===== src/rtl/comb_sweep_ctrl_if.sv =====
// Signal bundle between the sweep sequencer and whoever starts it / observes it.
// The function-block drive (abcd_out) and its response (y_in) travel in the same bundle.
interface comb_sweep_ctrl_if;
    logic        start;
    logic        hold;
    logic [15:0] expected;
    logic        y_in;
    logic [3:0]  abcd_out;
    logic        busy;
    logic        done;
    logic [15:0] truth_table;
    logic [4:0]  mismatch_cnt;
    logic        pass;

    modport master (
        output start, hold, expected, y_in,
        input  abcd_out, busy, done, truth_table, mismatch_cnt, pass
    );

    modport slave (
        input  start, hold, expected, y_in,
        output abcd_out, busy, done, truth_table, mismatch_cnt, pass
    );
endinterface


===== src/rtl/comb_sweep_ctrl.sv =====
// Exhaustive truth-table sweep of a 4-input combinational block against a golden table.
// Define COMB_SWEEP_GRAY_EN to step the inputs in Gray order instead of binary order.
module comb_sweep_ctrl #(
    parameter int unsigned SETTLE_CYCLES = 2
) (
    input logic              clk,
    input logic              rst_n,
    comb_sweep_ctrl_if.slave ctrl_io
);

    localparam logic [3:0] SettleReload = 4'(SETTLE_CYCLES - 1);

    typedef enum logic [1:0] {StIdle, StSettle, StSample, StDone} state_e;

    state_e      state_q, state_d;
    logic [3:0]  idx_q, idx_d;
    logic [3:0]  settle_q, settle_d;
    logic [15:0] exp_q, exp_d;
    logic [3:0]  abcd_q, abcd_d;
    logic [15:0] tt_q, tt_d;
    logic [4:0]  mm_q, mm_d;
    logic        pass_q, pass_d;

    // Step index to applied vector; results are always indexed by the vector value.
    function automatic logic [3:0] vec(input logic [3:0] i);
`ifdef COMB_SWEEP_GRAY_EN
        return i ^ (i >> 1);
`else
        return i;
`endif
    endfunction

    always_ff @(posedge clk or negedge rst_n) begin
        if (!rst_n) begin
            state_q  <= StIdle;
            idx_q    <= 4'd0;
            settle_q <= 4'd0;
            exp_q    <= 16'd0;
            abcd_q   <= 4'd0;
            tt_q     <= 16'd0;
            mm_q     <= 5'd0;
            pass_q   <= 1'b0;
        end else begin
            state_q  <= state_d;
            idx_q    <= idx_d;
            settle_q <= settle_d;
            exp_q    <= exp_d;
            abcd_q   <= abcd_d;
            tt_q     <= tt_d;
            mm_q     <= mm_d;
            pass_q   <= pass_d;
        end
    end

    always_comb begin
        state_d  = state_q;
        idx_d    = idx_q;
        settle_d = settle_q;
        exp_d    = exp_q;
        abcd_d   = abcd_q;
        tt_d     = tt_q;
        mm_d     = mm_q;
        pass_d   = pass_q;

        unique case (state_q)
            StIdle: begin
                if (ctrl_io.start) begin
                    exp_d    = ctrl_io.expected;
                    tt_d     = 16'd0;
                    mm_d     = 5'd0;
                    pass_d   = 1'b0;
                    idx_d    = 4'd0;
                    abcd_d   = vec(4'd0);
                    settle_d = SettleReload;
                    state_d  = StSettle;
                end
            end
            StSettle: begin
                if (!ctrl_io.hold) begin
                    if (settle_q == 4'd0) begin
                        state_d = StSample;
                    end else begin
                        settle_d = settle_q - 4'd1;
                    end
                end
            end
            StSample: begin
                if (!ctrl_io.hold) begin
                    tt_d[abcd_q] = ctrl_io.y_in;
                    if (ctrl_io.y_in != exp_q[abcd_q]) begin
                        mm_d = mm_q + 5'd1;
                    end
                    if (idx_q == 4'd15) begin
                        state_d = StDone;
                    end else begin
                        idx_d    = idx_q + 4'd1;
                        abcd_d   = vec(idx_q + 4'd1);
                        settle_d = SettleReload;
                        state_d  = StSettle;
                    end
                end
            end
            StDone: begin
                // mm_q already includes the final sample taken on the edge into this state.
                pass_d  = (mm_q == 5'd0);
                state_d = StIdle;
            end
            default: state_d = StIdle;
        endcase
    end

    assign ctrl_io.abcd_out     = abcd_q;
    assign ctrl_io.busy         = (state_q != StIdle);
    assign ctrl_io.done         = (state_q == StDone);
    assign ctrl_io.truth_table  = tt_q;
    assign ctrl_io.mismatch_cnt = mm_q;
    assign ctrl_io.pass         = pass_q;

endmodule


===== src/flat_wrapper.sv =====
// flat-port wrapper written by rule: the top's interface ports become plain ports
module comb_sweep_ctrl_flat 
#(
    parameter int unsigned SETTLE_CYCLES = 2
)
  (clk, rst_n, ctrl_io_start, ctrl_io_hold, ctrl_io_expected, ctrl_io_y_in, ctrl_io_abcd_out, ctrl_io_busy, ctrl_io_done, ctrl_io_truth_table, ctrl_io_mismatch_cnt, ctrl_io_pass);
  comb_sweep_ctrl_if ctrl_io_i ();
  input logic clk;
  input logic rst_n;
  input wire logic [$bits(ctrl_io_i.start)-1:0] ctrl_io_start;
  input wire logic [$bits(ctrl_io_i.hold)-1:0] ctrl_io_hold;
  input wire logic [$bits(ctrl_io_i.expected)-1:0] ctrl_io_expected;
  input wire logic [$bits(ctrl_io_i.y_in)-1:0] ctrl_io_y_in;
  output wire logic [$bits(ctrl_io_i.abcd_out)-1:0] ctrl_io_abcd_out;
  output wire logic [$bits(ctrl_io_i.busy)-1:0] ctrl_io_busy;
  output wire logic [$bits(ctrl_io_i.done)-1:0] ctrl_io_done;
  output wire logic [$bits(ctrl_io_i.truth_table)-1:0] ctrl_io_truth_table;
  output wire logic [$bits(ctrl_io_i.mismatch_cnt)-1:0] ctrl_io_mismatch_cnt;
  output wire logic [$bits(ctrl_io_i.pass)-1:0] ctrl_io_pass;
  assign ctrl_io_i.start = ctrl_io_start;
  assign ctrl_io_i.hold = ctrl_io_hold;
  assign ctrl_io_i.expected = ctrl_io_expected;
  assign ctrl_io_i.y_in = ctrl_io_y_in;
  assign ctrl_io_abcd_out = ctrl_io_i.abcd_out;
  assign ctrl_io_busy = ctrl_io_i.busy;
  assign ctrl_io_done = ctrl_io_i.done;
  assign ctrl_io_truth_table = ctrl_io_i.truth_table;
  assign ctrl_io_mismatch_cnt = ctrl_io_i.mismatch_cnt;
  assign ctrl_io_pass = ctrl_io_i.pass;
  comb_sweep_ctrl #(.SETTLE_CYCLES(SETTLE_CYCLES)) u_core (.clk(clk), .rst_n(rst_n), .ctrl_io(ctrl_io_i));
endmodule

===== config.mk =====
export PLATFORM = sky130hd
export DESIGN_NAME = comb_sweep_ctrl_flat
export DESIGN_NICKNAME = d
export VERILOG_FILES = /design/src/rtl/comb_sweep_ctrl_if.sv /design/src/rtl/comb_sweep_ctrl.sv /design/src/flat_wrapper.sv
export SDC_FILE = /design/constraint.sdc
export NUM_CORES = 1
export LEC_CHECK = 0
export BUFFER_PORTS_ARGS = -buffer_cell sky130_fd_sc_hd__buf_2
export CAP_MARGIN = 20
export CORE_MARGIN = 1.5
export CORE_UTILIZATION = 50
export DETAILED_ROUTE_END_ITERATION = 8
export PLACE_DENSITY = 0.8
export SETUP_SLACK_MARGIN = 0.2
export SYNTH_ARGS = -nofsm -noshare
export SYNTH_HDL_FRONTEND = slang
export SYNTH_SLANG_ARGS = --single-unit

===== constraint.sdc =====
create_clock -name clk -period 1.8 [get_ports clk]
set_input_delay 0.18 -clock clk [delete_from_list [all_inputs] [get_ports clk]]
set_output_delay 0.18 -clock clk [all_outputs]
set_load 0.01 [all_outputs]

==> flow_metrics.py, run 1 <==
metrics = {
    "run_status": {
        "status": "complete, but fails checks",
        "violations": "negative setup slack",
    },
    "place": {
        "place_inst": 392,
        "portBuffers": 48,
        "place_hpwl_um": 4321,
        "place.gp.congestion": 0.8663,
        "dpl_cell_area_mm2": 0.002919,
    },
    "sta": {
        "maxSlewHeadroom_pct": 62.76,
        "setup_slack_ns": -0.09418,
        "setup_viol": 9,
        "fin_crit_sh_pct": 105.2,
        "min_period_ns": 1.894,
        "final_max_slew_viol_count": 0,
        "setup_tns_ns": -0.4098,
        "fin_worst_skew_ns": 0.004129,
        "tightest_slew_ns": 0.5586,
        "rsz0062_at_grt": "true",
        "fmaxAchievable_mhz": 527.9,
        "timing.hold.ws_ns": 0.05176,
        "finalHoldViolations": 0,
    },
    "worst_setup_path": {
        "rrSetupSlack_ns": -0.09,
        "r2r-start": "u_core.ctrl_io.abcd_out[0]",
        "end_kind": "register",
        "startpoint": "u_core.ctrl_io.abcd_out[0]",
        "arrival_ns": 2.08,
        "start_kind": "register",
        "endpoint": "u_core.ctrl_io.mismatch_cnt[4]",
        "r2r_cells": 5,
        "cp_max_fo": 5,
        "cp.required_ns": 1.99,
        "path_class": "register to register",
        "rr_endpoint": "u_core.ctrl_io.mismatch_cnt[4]",
    },
    "final_layout": {
        "drive_gt1_share_pct": 32.54,
        "finalNetCount": 366,
        "final_area_mm2": 0.003149,
        "finalNonFillerCells": 405,
        "diodes": 0,
        "area_growth_pct": 24.60,
        "fillers": 389,
    },
    "die": {
        "pin_count": 49,
        "core_area_mm2": 0.004786,
        "chipHeight_um": 74.10,
        "die-area_mm2": 0.005490,
        "initial_core_util_pct": 52.81,
        "die_w_um": 74.10,
        "rows": 25,
    },
    "clock_tree": {
        "cts_sinks": 48,
        "clk_pin_slew_worst_paths_ns": 0.09,
        "cts_tree": "yes",
        "clock_latency_ns": 0.31,
        "cts_buffers": 5,
        "cts_max_level": 2,
        "max-clock-path-buffers": 2,
        "root_buffer": "clkbuf_8",
    },
    "min_path": {
        "hold_class": "input port to register",
    },
    "synth": {
        "synth_cell_types": 48,
        "seq_area_frac_synth_pct": 47.52,
        "syn_area_mm2": 0.002527,
        "synth_compound_area_share_pct": 20.20,
        "synth_nets": 305,
        "synth_fa_ha_area_share_pct": 3.960,
        "synth.area.mux_share_pct": 4.257,
        "ys_seq_elements": 48,
        "yosysWarnings": 0,
        "synth-xor-area-share_pct": 0.6931,
        "yosys.area_share.simple_pct": 17.82,
        "syn_inst": 276,
        "synth-edff-count": 0,
        "async_flop_share_pct": 100.0,
        "synth_top_family_by_area": "compound AO/OA/AOI/OAI gates",
        "syn_area_per_cell_um2": 9.157,
        "synthFlopType": "dfrtp_1",
    },
    "pwr": {
        "peakVddDrop_mv": 0.7537,
        "p_int_w": 0.002348,
        "p_sw_share_pct": 34.97,
        "switching_power_w": 0.001263,
        "leakage_nw": 1.534,
        "comb_power_share_pct": 35.2,
        "powerDensity_mw_per_mm2": 1146,
        "power_w": 0.003610,
        "pwr-share-seq_pct": 43.4,
        "clkPwrFrac_pct": 21.5,
    },
    "global_routing": {
        "track_usage_pct": 24.37,
        "antenna_found_initial": 0,
        "grt_overflow": 0,
        "grt_pass1_vias": 2192,
        "grt_max_degree": 26,
        "grt_pass1_wl_um": 10140,
    },
    "routing": {
        "drt-total-wl_um": 6003,
        "drt_drc_violations_left": 0,
        "ant_nets": 0,
        "vias_per_cell": 5.491,
        "num_vias": 2224,
        "wl_per_cell_um": 14.82,
        "initialDrtViolationCount": 115,
        "firstDrtPassIters": 4,
    },
    "job": {
        "max_cap_viol_count": 0,
    },
}
## sequential cells by signal, indices dropped and copies added, names as in the netlist
register                     count
u_core.ctrl_io.abcd_out          4
u_core.ctrl_io.mismatch_cnt      5
u_core.ctrl_io.pass              1
u_core.ctrl_io.truth_table      16
u_core.exp_q                    16
u_core.settle_q                  4
u_core.state_q                   2
## cell type report
class                   instances  area [um2]  area share [%]
multi-input cells             198        1274           40.44
flip-flops and latches         48        1205           38.26
repair buffers                 70       424.2           13.47
well taps                      67       83.83           2.662
clock buffers                   6       72.57           2.304
inverters                      14       55.05           1.748
clock inverters                 2       35.03           1.112
## routing by layer
metal / GRT usage [%] / share of wire, %
met1: 31.78 / 43
met2: 37.90 / 47
met3: 6.233 / 6.7
met4: 11.93 / 2.9
met5: 0 / 0
## what timing repair did
item | CTS | global route
endpoints found under the hold margin | 24 | 0
hold buffers | 1 | 0
endpoints found under the setup margin | 19 | 29
pin swaps | 1 | 2
buffers inserted | 4 | 0
resized for setup | 23 | 11
## power by group through the flow
stage | Combinational, W | Sequential (W) | Clock, W
3_3_place_gp | 0.00109 | 0.00159 | 0
4_1_cts | 0.00125 | 0.00156 | 0.000777
5_1_grt | 0.00144 | 0.00160 | 0.000824
3_5_place_dp | 0.00114 | 0.00159 | 0
6_report | 0.00127 | 0.00157 | 0.000775
2_1_floorplan | 0.000836 | 0.00154 | 0
## worst min-delay path by stage
stage | start | end | slack (ns) | depth (start not counted)
final | ctrl_io_expected[7] | u_core.exp_q[7] | 0.05 | 3
after global routing | ctrl_io_expected[6] | u_core.exp_q[6] | 0.06 | 3
after global placement | rst_n | u_core.ctrl_io.truth_table[1] | 0.21 | 1
after detailed placement | rst_n | u_core.ctrl_io.truth_table[3] | 0.21 | 1
after CTS | ctrl_io_expected[3] | u_core.exp_q[3] | 0.05 | 3
after floorplan | rst_n | u_core.ctrl_io.abcd_out[0] | -0.12 | 0
## synth_stat cells, types with 3 or more instances
library cell | n | area share, %
dfrtp_1 | 48 | 48
ha_1 | 8 | 4.0
nand3_1 | 6 | 1.2
nand2b_1 | 5 | 1.2
inv_1 | 14 | 2.1
clkbuf_1 | 10 | 1.5
buf_6 | 3 | 1.3
nor2_1 | 8 | 1.2
or3_1 | 4 | 0.99
o21ai_0 | 41 | 8.1
a22o_1 | 3 | 1.0
nand2_1 | 64 | 9.5
a21oi_1 | 16 | 3.2
## per-stage QoR
step / setup WS, ns / util, %
after floorplan: -0.07700 / -
after global placement: -0.01124 / 60.99
after detailed placement: -0.08806 / 60.99
after CTS: -0.09172 / 65.70
after global routing: -0.1993 / 65.80
final: -0.09418 / 65.80
## critical path: stages (launching register included)
cell and delay [ns]:
dfrtp_2 0.45, mux4_2 0.53, a22oi_2 0.26, nand3_2 0.14, a31oi_2 0.26, o221ai_1 0.13
## kinds of logic (layout without fill, tap and decap cells)
| kind of cell | Yosys count | count (layout) |
|---|---|---|
| buf+inv | 30 | 92 |
| mux | 5 | 5 |
| simple gates | 100 | 100 |
| xor+xnor | 2 | 2 |
| fa+ha+maj | 8 | 8 |
| flops | 48 | 48 |
| compound gates | 83 | 83 |
## cells in the final DEF (no fill, tap or decap), types with 3 or more instances in the layout
cell type,synthesis,layout
nor2_1,8,7
dfrtp_1,48,45
o21ai_0,41,25
buf_2,1,48
inv_1,14,12
a21oi_1,16,15
ha_1,8,5
buf_4,1,19
nand2b_1,5,5
dfrtp_2,0,3
nand3_1,6,5
mux4_2,2,4
clkbuf_8,0,5
or3_1,4,4
ha_4,0,3
a22o_1,3,3
nand2_1,64,63
o21ai_1,0,15
(Power assumes the default switching activity.)
==> run 2, diff against run 1 <==
Settings changed: PLACE_DENSITY 0.8 to default, PLACE_DENSITY_LB_ADDON from default to 0.2.
==> run 2 against run 1 <==
The run still ends with negative setup slack left. Sequential power hardly changed. Register-to-register slack worse by 0.06 ns. Global-route usage is 2.0 points lower. Largest cell class unchanged.
==> flow_metrics.py, run 2 (synthesis gave the netlist of run 1 again) <==
metrics = {
    "sta": {
        "fin_worst_skew_ns": 0.005240,
        "finalHoldViolations": 0,
        "setup_viol": 7,
        "fmaxAchievable_mhz": 513.0,
        "fin_crit_sh_pct": 108.3,
        "setup_slack_ns": -0.1494,
        "rsz0062_at_grt": "true",
        "min_period_ns": 1.949,
        "maxSlewHeadroom_pct": 67.58,
        "final_max_slew_viol_count": 0,
        "setup_tns_ns": -0.6185,
        "tightest_slew_ns": 0.4862,
    },
    "routing": {
        "vias_per_cell": 5.372,
        "ant_nets": 0,
        "wl_per_cell_um": 14.33,
        "drt_drc_violations_left": 0,
        "drt-total-wl_um": 5820,
        "num_vias": 2181,
        "initialDrtViolationCount": 108,
        "firstDrtPassIters": 4,
    },
    "job": {
        "max_cap_viol_count": 0,
    },
    "final_layout": {
        "fillers": 397,
        "area_growth_pct": 26.73,
        "finalNetCount": 367,
        "utilization_pct": 66.93,
        "diodes": 0,
        "final_common_cell": "nand2_1",
        "drive_gt1_share_pct": 34.22,
        "finalNonFillerCells": 406,
        "final_cell_mix": "nand2_1, buf_2, dfrtp_1, o21ai_0, buf_4",
    },
    "pwr": {
        "leakage_nw": 1.543,
        "power_w": 0.003535,
        "peakVddDrop_mv": 0.6903,
        "powerDensity_mw_per_mm2": 1104,
    },
    "die": {
        "core_area_mm2": 0.004786,
        "chipHeight_um": 74.10,
        "pin_count": 49,
        "die-area_mm2": 0.005490,
        "die_w_um": 74.10,
        "initial_core_util_pct": 52.81,
        "rows": 25,
    },
    "global_routing": {
        "antenna_found_initial": 0,
        "grt_pass1_wl_um": 9335,
        "track_usage_pct": 22.38,
        "grt_max_degree": 28,
        "grt_overflow": 0,
        "grt_pass1_vias": 2082,
    },
    "clock_tree": {
        "cts_max_level": 2,
        "clock_latency_ns": 0.31,
        "root_buffer": "clkbuf_8",
        "cts_tree": "yes",
        "max-clock-path-buffers": 2,
        "cts_sinks": 48,
        "cts_buffers": 5,
        "clk_pin_slew_worst_paths_ns": 0.09,
    },
    "worst_setup_path": {
        "end_kind": "register",
        "critPathMaxStageDelay_ns": 0.53,
        "r2r-start": "u_core.ctrl_io.abcd_out[0]",
        "crit_slowest_cell": "mux4_2",
        "arrival_ns": 2.15,
        "cp.required_ns": 2.00,
        "rrSetupSlack_ns": -0.15,
        "crit_chain": "mux4_2 -> a22oi_2 -> buf_6 -> and3_4 -> o2111ai_1 -> o311ai_1",
        "start_kind": "register",
        "rr_endpoint": "u_core.ctrl_io.mismatch_cnt[3]",
        "path_class": "register to register",
        "path_delay_family": "multiplexers",
        "r2r_cells": 6,
        "cp_num_buf_inv": 1,
        "cp_max_fo": 5,
    },
    "min_path": {
        "hold_class": "input port to register",
        "worstHoldStart": "ctrl_io_expected[3]",
        "hold_path_depth": 3,
        "min_to": "u_core.exp_q[3]",
    },
    "place": {
        "portBuffers": 48,
        "place_inst": 391,
        "place_hpwl_um": 4109,
        "dp_slack_ns": -0.06021,
        "place.gp.congestion": 0.8716,
    },
    "run_status": {
        "violations": "negative setup slack",
        "status": "complete, but fails checks",
    },
}
[run 2: metal layers]
metal / routed length (um) / GRT usage [%] / vias to the layer above
met4: 117 / 10.08 / 0
met2: 2699 / 36.41 / 69
li1: - / - / 1075
met5: 0 / 0 / -
met3: 291 / 4.878 / 13
met1: 2712 / 28.66 / 1024
[run 2: worst register-to-register path: cells and delay by family (launching register included)]
family                 cells  cell delay (ns)
DFF                        1             0.45
muxes                      1             0.53
and+or+nand+nor            1             0.20
buffers and inverters      1             0.15
AOI/OAI and AO/OA          3             0.52
[run 2: per-stage QoR]
step,area [um2],hold slack [ns]
final,3203,0.05559
after global routing,3203,0.05256
after CTS,3073,0.04740
after detailed placement,2912,0.1716
after global placement,2912,0.1702
after floorplan,2552,-0.1156
[run 2: area by class of cell]
type	instances	area, um2	share of cell area, %
clock buffers	5	68.82	2.148
well taps	67	83.83	2.617
repair buffers	71	451.7	14.10
flip-flops and latches	48	1206	37.66
clock inverters	3	18.77	0.5859
inverters	14	52.55	1.641
multi-input cells	198	1321	41.25
[run 2: power breakdown]
part / leakage (nW) / total (W) / switching [W] / internal (W)
clock: 0.0479 / 0.000634 / 0.000363 / 0.000271
combinational: 0.870 / 0.00131 / 0.000680 / 0.000629
sequential: 0.625 / 0.00159 / 0.000232 / 0.00136
total: 1.54 / 0.00354 / 0.00127 / 0.00226
[run 2: timing repair]
item	in CTS	in global routing
buffers inserted	2	4
hold buffers	1	0
endpoints found under the hold margin	21	0
setup endpoints to repair	16	31
gates resized for setup	15	21
pin swaps	6	12
[run 2: worst max path at each step]
stage	startpoint	to	cells after the start
2_1_floorplan	u_core.ctrl_io.abcd_out[0]	u_core.ctrl_io.mismatch_cnt[4]	6
3_3_place_gp	u_core.ctrl_io.abcd_out[0]	u_core.ctrl_io.mismatch_cnt[4]	5
3_5_place_dp	u_core.ctrl_io.abcd_out[0]	u_core.ctrl_io.mismatch_cnt[4]	5
4_1_cts	u_core.ctrl_io.abcd_out[0]	u_core.ctrl_io.mismatch_cnt[4]	5
5_1_grt	u_core.ctrl_io.abcd_out[0]	u_core.ctrl_io.mismatch_cnt[3]	6
6_report	u_core.ctrl_io.abcd_out[0]	u_core.ctrl_io.mismatch_cnt[3]	6
